<file path="config.mk">
export PLATFORM = sky130hd
export DESIGN_NAME = com_sprom_arb
export DESIGN_NICKNAME = d
export VERILOG_FILES = /design/src/rtl/com_sprom_arb.sv
export SDC_FILE = /design/constraint.sdc
export NUM_CORES = 1
export LEC_CHECK = 0
export BUFFER_PORTS_ARGS = -buffer_cell sky130_fd_sc_hd__buf_4
export CAP_MARGIN = 20
export CORE_MARGIN = 5
export CORE_UTILIZATION = 40
export DETAILED_ROUTE_END_ITERATION = 8
export PLACE_DENSITY = 0.84
export SYNTH_ARGS = -nofsm -noshare
export SYNTH_HDL_FRONTEND = slang
export SYNTH_SLANG_ARGS = --single-unit
</file>
<file path="constraint.sdc">
create_clock -name clk -period 3.05 [get_ports clk]
set_input_delay 0 -clock clk [delete_from_list [all_inputs] [get_ports clk]]
set_output_delay 0 -clock clk [all_outputs]
set_load 0.02 [all_outputs]
</file>
<file path="src/rtl/com_sprom_arb.sv">
// -----------------------------------------------------------------------------
// com_sprom_arb
//
// Shares one single-port ROM shell among N_REQ read requesters. A
// work-conserving round-robin arbiter issues at most one ROM read per cycle.
// The granted requester ID is carried through the ROM read latency so the
// returning data can be steered back to the requester that asked for it.
//
// Parameters
//   N_REQ   number of requesters, 1..16
//   DATA_W  ROM data width (same as the shell)
//   DEPTH   ROM depth; ADDR_W = $clog2(DEPTH)
//   RD_LAT  ROM read latency, rd_en to rd_data, 1..4 cycles
//
// Ports
//   clk          system clock
//   rst_n        asynchronous active-low reset
//   req_vld      per-requester request valid
//   req_addr     packed request addresses, requester i at [i*ADDR_W +: ADDR_W]
//   req_rdy      one-hot grant (combinational, same cycle as the request)
//   rsp_vld      one-hot response strobe, no backpressure
//   rsp_data     response data shared by all requesters, qualified by rsp_vld
//   rom_rd_en    ROM shell read enable
//   rom_rd_addr  ROM shell read address
//   rom_rd_data  ROM shell read data
//
// Build option
//   COM_SPROM_ARB_OREG_EN  when defined, rsp_vld/rsp_data are registered once
//                          more (response latency RD_LAT+1); otherwise the
//                          response is presented in the cycle the ROM data
//                          arrives (latency RD_LAT).
// -----------------------------------------------------------------------------
module com_sprom_arb #(
    parameter int  N_REQ  = 4,
    parameter int  DATA_W = 32,
    parameter int  DEPTH  = 64,
    parameter int  RD_LAT = 1,
    localparam int ADDR_W = $clog2(DEPTH),
    localparam int ID_W   = (N_REQ > 1) ? $clog2(N_REQ) : 1
) (
    input  logic                    clk,
    input  logic                    rst_n,
    input  logic [N_REQ-1:0]        req_vld,
    input  logic [N_REQ*ADDR_W-1:0] req_addr,
    output logic [N_REQ-1:0]        req_rdy,
    output logic [N_REQ-1:0]        rsp_vld,
    output logic [DATA_W-1:0]       rsp_data,
    output logic                    rom_rd_en,
    output logic [ADDR_W-1:0]       rom_rd_addr,
    input  logic [DATA_W-1:0]       rom_rd_data
);

    // Decode a requester ID into a one-hot strobe vector.
    function automatic logic [N_REQ-1:0] id_to_onehot(input logic [ID_W-1:0] id);
        logic [N_REQ-1:0] oh;
        oh = '0;
        for (int k = 0; k < N_REQ; k++) begin
            if (id == ID_W'(k)) begin
                oh[k] = 1'b1;
            end
        end
        return oh;
    endfunction

    logic [ID_W-1:0]         rr_ptr;
    logic [2*N_REQ-1:0]      vld_dbl;
    logic [2*N_REQ-1:0]      vld_shift;
    logic [N_REQ-1:0]        vld_rot;
    logic                    win_any;
    logic [ID_W-1:0]         win_off;
    logic [ID_W:0]           win_sum;
    logic [ID_W-1:0]         win_id;
    logic [N_REQ-1:0]        grant_oh;
    logic [ADDR_W-1:0]       addr_sel;

    logic [RD_LAT-1:0]       pipe_vld_p;
    logic [ID_W-1:0]         pipe_id_p [RD_LAT];
    logic                    last_vld;
    logic [ID_W-1:0]         last_id;
    logic [N_REQ-1:0]        last_oh;

    // ---- Stage: arbitration (combinational, request cycle) ----
    // Rotating the valid vector so rr_ptr lands on bit 0 turns the
    // round-robin search into a plain lowest-index priority pick.
    assign vld_dbl   = {req_vld, req_vld};
    assign vld_shift = vld_dbl >> rr_ptr;
    assign vld_rot   = vld_shift[N_REQ-1:0];

    always_comb begin
        win_any = 1'b0;
        win_off = '0;
        for (int k = N_REQ - 1; k >= 0; k--) begin
            if (vld_rot[k]) begin
                win_any = 1'b1;
                win_off = ID_W'(k);
            end
        end
    end

    // Undo the rotation: winner = (rr_ptr + offset) mod N_REQ.
    assign win_sum = {1'b0, rr_ptr} + {1'b0, win_off};
    assign win_id  = (win_sum >= (ID_W+1)'(N_REQ)) ? ID_W'(win_sum - (ID_W+1)'(N_REQ))
                                                   : win_sum[ID_W-1:0];

    always_comb begin
        grant_oh = '0;
        addr_sel = '0;
        for (int k = 0; k < N_REQ; k++) begin
            if (win_any && (win_id == ID_W'(k))) begin
                grant_oh[k] = 1'b1;
                addr_sel    = req_addr[k*ADDR_W +: ADDR_W];
            end
        end
    end

    // The grant path is combinational, so it is forced low while reset is
    // asserted to keep every output quiet during reset.
    assign req_rdy     = rst_n ? grant_oh : '0;
    assign rom_rd_en   = rst_n & win_any;
    assign rom_rd_addr = (rst_n && win_any) ? addr_sel : '0;

    always_ff @(posedge clk or negedge rst_n) begin
        if (!rst_n) begin
            rr_ptr <= '0;
        end else if (win_any) begin
            rr_ptr <= (win_id == ID_W'(N_REQ - 1)) ? '0 : win_id + ID_W'(1);
        end
    end

    // ---- Stage: ROM latency pipe, p0 .. p(RD_LAT-1) ----
    // Only the valid bits need reset; an ID is never looked at unless its
    // valid bit is set, which also discards in-flight reads on reset.
    always_ff @(posedge clk or negedge rst_n) begin
        if (!rst_n) begin
            pipe_vld_p <= '0;
        end else begin
            pipe_vld_p[0] <= rom_rd_en;
            for (int s = 1; s < RD_LAT; s++) begin
                pipe_vld_p[s] <= pipe_vld_p[s-1];
            end
        end
    end

    always_ff @(posedge clk) begin
        pipe_id_p[0] <= win_id;
        for (int s = 1; s < RD_LAT; s++) begin
            pipe_id_p[s] <= pipe_id_p[s-1];
        end
    end

    assign last_vld = pipe_vld_p[RD_LAT-1];
    assign last_id  = pipe_id_p[RD_LAT-1];
    assign last_oh  = last_vld ? id_to_onehot(last_id) : '0;

    // ---- Stage: response output ----
`ifdef COM_SPROM_ARB_OREG_EN
    logic [N_REQ-1:0]  rsp_vld_q;
    logic [DATA_W-1:0] rsp_data_q;

    always_ff @(posedge clk or negedge rst_n) begin
        if (!rst_n) begin
            rsp_vld_q  <= '0;
            rsp_data_q <= '0;
        end else begin
            rsp_vld_q <= last_oh;
            if (last_vld) begin
                rsp_data_q <= rom_rd_data;
            end
        end
    end

    assign rsp_vld  = rsp_vld_q;
    assign rsp_data = rsp_data_q;
`else
    // The ROM output is passed through in the response cycle; between
    // responses the last delivered word is replayed from a holding register
    // so rsp_data never follows unrelated ROM output.
    logic [DATA_W-1:0] rsp_hold;

    always_ff @(posedge clk or negedge rst_n) begin
        if (!rst_n) begin
            rsp_hold <= '0;
        end else if (last_vld) begin
            rsp_hold <= rom_rd_data;
        end
    end

    assign rsp_vld  = last_oh;
    assign rsp_data = last_vld ? rom_rd_data : rsp_hold;
`endif

endmodule

</file>
==> reports/qor.yml, run 1 <==
status: "completed"
layout_common_cells: "buf_4 (112), dfrtp_1 (34), dlygate4sd3_1 (33), mux2_2 (32), nand2_1 (18)"
synth_edf_count: 0
synth_compound_gate_area_share: 0.0824
grt_util_met3: 0.0732
first_global_vias: 1955
root_buffer: "clkbuf_8"
gp_congestion: 0.779
h-tree-depth: 2
clk_latency_ps: 280
wl_um: 6100
hold_start: "req_vld[3]"
insertedDiodeCount: 0
ys_seq_elements: 37
p_leak_nw: 1.50
powerDensity_nw_per_um2: 831
start_util: 0.420
design_area_um2: 3200
tritoncts: "done"
min_path_type: "in2reg"
grtUsageTotal: 0.194
grt-ovfl-total: 0
yosysTopAreaCellShare: 0.469
hpwl_um: 3880
area_growth_pct: 71.4
use_met2: 0.368
ant_nets: 0
ctsLongestPathBuffers: 2
busiest_layer: "met2"
die_w_um: 78.3
core_area_um2: 4440
final-setup-viol-count: 0
end_kind: "output port"
yosys-mux-area-fraction: 0.201
fin_worst_skew_ps: 6.88
critical_path_class: "reg2out"
maxCapViolations: 0
worst_pin_slew_ps: 451
min_period_ps: 2930
via_count: 1835
dieArea_um2: 6140
synth_area_leaders: "dfrtp_1 (47%), mux2_2 (19%), nand2_1 (3.6%), ha_1 (3.3%), a221oi_1 (2.8%)"
synth_area_um2: 1870
cp_max_fo: 12
die_h_um: 78.3
ys_types: 35
synth_fa_ha_area_frac: 0.0335
critPathLaunchType: "flip-flop"
crit_path_start: "rr_ptr[0]"
drive_above_1_share: 0.528
critPathRequiredTime_ps: 3050
vias_per_cell: 5.11
grt_first_pass_wirelength_um: 9320
seq_area_frac_synth: 0.490
clk_pin_slew_ps: 70
worstPathArrival_ps: 2930
wire_per_inst_um: 17.0
first_pass_iters: 4
synth_top_family_by_area: "multiplexers"
numCtsBuffers: 5
syn_avg_cell_area_um2: 11.4
period_share: 0.961
grt_max_degree: 37
antenna_found_initial: 0
synth-xor-area-share: 0.0141
place_area_um2: 2710
drcViolationCount: 0
met1_usage: 0.195
layout.nets: 374
clock-sinks: 37
drt_iter0_drc: 45
io_buffers: 108
holdWs_ps: 59.4
power.total_mw: 2.66
synth_top_cell_by_area: "dfrtp_1"
synth_nets: 231
syn_inst: 164
mostFrequentLayoutCell: "buf_4"
rr_startpoint: "rr_ptr[0]"
drv_slew: 0
ir_drop_v: 0.000832
synthFlopType: "dfrtp_1"
io_pins: 109
finalHoldViolations: 0
yosys.area_share.simple: 0.150
async_flop_share: 0.946
rows: 24
yosysWarningCount: 0
slew_headroom: 0.700
fmax_ghz: 0.341
worst max-delay path, cell delays in order, from the launching register on:
cell and delay [ps]:
dfrtp_2 480, nand2b_1 180, o22ai_1 150, o21ai_0 100, o221ai_1 100, ha_1 240, xor2_2 260, xor2_2 230
ha_2 270, nor2_2 90, a221oi_1 300, nor3_1 90, buf_4 170
per-stage QoR:
step                      cells  worst slack [ps]  TNS (ps)   util
after global routing        359             -11.4     -16.6  0.720
after detailed placement    316               249         0  0.610
after floorplan             164               279         0      -
after CTS                   356              22.6         0  0.705
final                       359               118         0  0.720
after global placement      316               299         0  0.610
report_power, final:
part	total, mW	leakage, nW	switching (mW)	internal [mW]
Clock	0.334	0.0443	0.154	0.179
Combinational	1.69	1.03	0.882	0.807
Sequential	0.638	0.425	0.0638	0.574
Total	2.66	1.50	1.10	1.56
flip-flops by register name (all words and copies together) (netlist names):
register / flops
last_vld: 1
pipe_id_p: 2
rsp_hold: 32
rr_ptr: 2
synthesized netlist by cell type (2+ instances only):
| cell | n |
|---|---|
| a221oi_1 | 6 |
| nor2b_1 | 7 |
| dfxtp_1 | 2 |
| clkbuf_1 | 2 |
| xor2_1 | 2 |
| and2_1 | 4 |
| nand2_1 | 18 |
| ha_1 | 5 |
| inv_1 | 3 |
| buf_2 | 6 |
| dfrtp_1 | 35 |
| nand2b_1 | 2 |
| nor3_1 | 7 |
| mux2_2 | 32 |
| nor2_1 | 6 |
| o21ai_0 | 8 |
worst paths after layout:
check                      slack [ps]  cells after the start              to
setup / recovery                  120                     12  rom_rd_addr[1]
hold / removal                     60                      4       rr_ptr[0]
setup reg to reg                  710                      9       rr_ptr[0]
hold reg to reg                   500                      1    rsp_hold[18]
max in group asynchronous        2490                      2       rr_ptr[0]
min in group asynchronous         210                      2    rsp_hold[18]
per-layer routing:
metal / share of wire / routed length, um / up-vias
li1: - / - / 859
met3: 0.087 / 530 / 13
met4: 0.016 / 99 / 0
met5: 0 / 0 / -
met2: 0.53 / 3210 / 102
met1: 0.37 / 2260 / 861
cell families (layout without fill, tap and decap cells):
family,Yosys count,after routing
fa+ha+maj,5,5
buf+inv,12,155
mux,33,33
simple gates,52,52
flops,37,37
xor+xnor,3,3
compound gates,22,22
final cells by class:
cell class	instances	area, um^2
inverter	3	11.3
fill	318	1240
multi-input combinational	115	951
timing repair buffer	145	1170
clock buffer	7	86.3
tap	52	65.1
sequential	37	917
timing repair:
action                                 CTS  global route
pin swaps                                0             4
buffers inserted                         0             3
gates resized for setup                  3             8
hold buffers                            33             0
setup endpoints to repair                6             7
endpoints found under the hold margin   67             0
(Power assumes the default switching activity.)
==> run 2: changes to the inputs <==
--- a/config.mk
+++ b/config.mk
@@ -8,9 +8,9 @@
 export BUFFER_PORTS_ARGS = -buffer_cell sky130_fd_sc_hd__buf_4
 export CAP_MARGIN = 20
 export CORE_MARGIN = 5
-export CORE_UTILIZATION = 40
+export CORE_UTILIZATION = 25
 export DETAILED_ROUTE_END_ITERATION = 8
-export PLACE_DENSITY = 0.84
+export PLACE_DENSITY = 0.61
 export SYNTH_ARGS = -nofsm -noshare
 export SYNTH_HDL_FRONTEND = slang
 export SYNTH_SLANG_ARGS = --single-unit
==> run 2 against run 1 <==
Effect of this change:
- combinational power is 7% higher
- sequential share of layout area is 1.3 points lower
- total power is 8.3% higher
- critical path depth is 1 lower
- clock power is 33% higher
- register-to-register slack better by 120 ps
- largest cell class unchanged
- cell count is 13% higher
- fmax is 3.0% higher
==> reports/qor.yml, run 2 (synthesis results as in run 1) <==
finalNonFillerCells: 407  # +13%
status: "completed"
p_leak_nw: 1.52  # +1.5%
antenna_found_initial: 0  # unchanged
reg.largest.list: "rsp_hold: 32 flops, pipe_id_p: 2 flops, rr_ptr: 2 flops"
top_register: "rsp_hold"
rows: 31  # +29%
rr_startpoint: "rr_ptr[0]"
placed_cells: 363  # +15%
numCtsBuffers: 5  # unchanged
wire_per_inst_um: 14.4  # -15%
ctsLongestPathBuffers: 2  # unchanged
fillers: 662  # +110%
via_count: 1803  # -1.7%
finalHoldViolations: 0  # unchanged
reg2reg_slack_ps: 830  # +120 ps
powerDensity_nw_per_um2: 858  # +3.3%
die_w_um: 96.4  # +23%
end_kind: "output port"
drcViolationCount: 0  # unchanged
wl_um: 5840  # -4.2%
ant_nets: 0  # unchanged
layout.nets: 374  # unchanged
h-tree-depth: 2  # unchanged
fmax_ghz: 0.351  # +3.0%
min_to: "rr_ptr[0]"
hpwl_um: 4020  # +3.5%
critPathRequiredTime_ps: 3050  # about the same
first_pass_iters: 4  # unchanged
min_period_ps: 2850  # -86.2 ps
worstPathArrival_ps: 2850  # -80 ps
cp_max_fo: 13  # +1
drt_iter0_drc: 27  # -40%
clk_latency_ps: 290  # about the same
insertedDiodeCount: 0  # unchanged
tritoncts: "done"
clock-sinks: 37  # unchanged
io_buffers: 108  # unchanged
drv_slew: 0  # unchanged
r2r_cells: 8  # -1
root_buffer: "clkbuf_8"
vias_per_cell: 4.43  # -13%
rsz0062_at_grt: "yes"
crit_top_cell: "o21ai_0"
hold_start: "req_vld[0]"
grt-ovfl-total: 0  # unchanged
gp_congestion: 0.808  # +3.7%
die_h_um: 96.4  # +23%
final-setup-viol-count: 0  # unchanged
start_util: 0.258  # -0.163
critPathLaunchType: "flip-flop"
worst_pin_slew_ps: 485  # +33.9 ps
first_global_vias: 1827  # -6.5%
grtUsageTotal: 0.121  # -0.0728
fin_worst_skew_ps: 3.60  # -3.28 ps
drive_above_1_share: 0.539  # +0.0113
slew_headroom: 0.676  # -0.0236
grt_max_degree: 37  # unchanged
cp_slowest_stage_delay_ps: 440  # -40 ps
hold_depth: 4  # unchanged
critical_path_class: "reg2out"
io_pins: 109  # unchanged
area_growth_pct: 79.7
dieArea_um2: 9300  # +52%
crit_slowest_cell: "dfrtp_2"
core_area_um2: 7250  # +63%
clk_pin_slew_ps: 80  # about the same
final_util: 0.463  # -0.258
largest_register_ffs: 32  # unchanged
min_path_type: "in2reg"
ir_drop_v: 0.000897  # +7.8%
r2r_end: "rr_ptr[0]"
maxCapViolations: 0  # unchanged
period_share: 0.933  # -0.0283
layout_common_cells: "buf_4 (112), dlygate4sd3_1 (33), dfrtp_1 (33), mux2_2 (32), nand2_1 (18)"
grt_first_pass_wirelength_um: 8590  # -7.8%
crit_chain: "o311ai_0 -> o21ai_0 -> o221ai_1 -> ha_2 -> xor2_4 -> xnor2_4 -> ha_4 -> o21ai_0 -> a221oi_1 -> nor3_1 -> buf_4"
mostFrequentLayoutCell: "buf_4"
run 2: per-stage QoR:
step                      power (mW)  hold slack (ps)  TNS [ps]  setup slack (ps)  cell area [um^2]
final                           2.88             54.1         0               204              3360
after CTS                       2.62             43.7         0              28.9              3230
after global placement          2.08            -5.45         0               278              2770
after floorplan                 1.61             -296         0               279              1870
after detailed placement        2.09            -5.24         0               288              2770
after global routing            3.13             73.4      -112             -39.8              3360
run 2: per-layer routing:
metal	track usage	wire, um	vias to the layer above
met2	0.203	2530	106
met1	0.134	2340	827
li1	-	-	858
met4	0.0514	163	0
met5	0	0	-
met3	0.0511	815	12
run 2: critical path, delay by kind of cell (launching register included):
family	cells	cell delay [ps]
xor gates and xnor gates	2	470
and+or+nand+nor	1	80
DFF	1	440
buffers and inverters	1	160
AOI/OAI and AO/OA	5	900
adders and majority gates	2	500
run 2: worst max-delay path by stage:
stage,from,to,cells after the start
floorplan,rr_ptr[0],rom_rd_addr[2],13
global placement,rr_ptr[0],rom_rd_addr[1],11
detailed placement,rr_ptr[0],rom_rd_addr[5],12
CTS,rr_ptr[0],rom_rd_addr[5],12
global route,rr_ptr[0],rom_rd_addr[0],11
finish,rr_ptr[0],rom_rd_addr[3],11
run 2: area by class of cell:
type                    count  area (um^2)  share of cell area
clock buffers               6         82.6              0.0246
clock inverters             2         37.5              0.0112
inverters                   3         11.3             0.00335
multi-input cells         115         1010               0.302
flip-flops and latches     37          918               0.274
well taps                  99          124              0.0369
repair buffers            145         1170               0.349
run 2: what timing repair did:
item / 4_1_cts / 5_1_grt
pin swaps: 0 / 7
hold buffers: 33 / 0
resized for setup: 4 / 19
endpoints found under the setup margin: 6 / 6
buffers inserted: 0 / 3
hold endpoints to repair: 67 / 0
run 2: where the power goes:
| part | switching [mW] | internal [mW] |
|---|---|---|
| Combinational | 0.928 | 0.873 |
| Clock | 0.179 | 0.266 |
| Sequential | 0.0577 | 0.574 |
| Total | 1.17 | 1.71 |
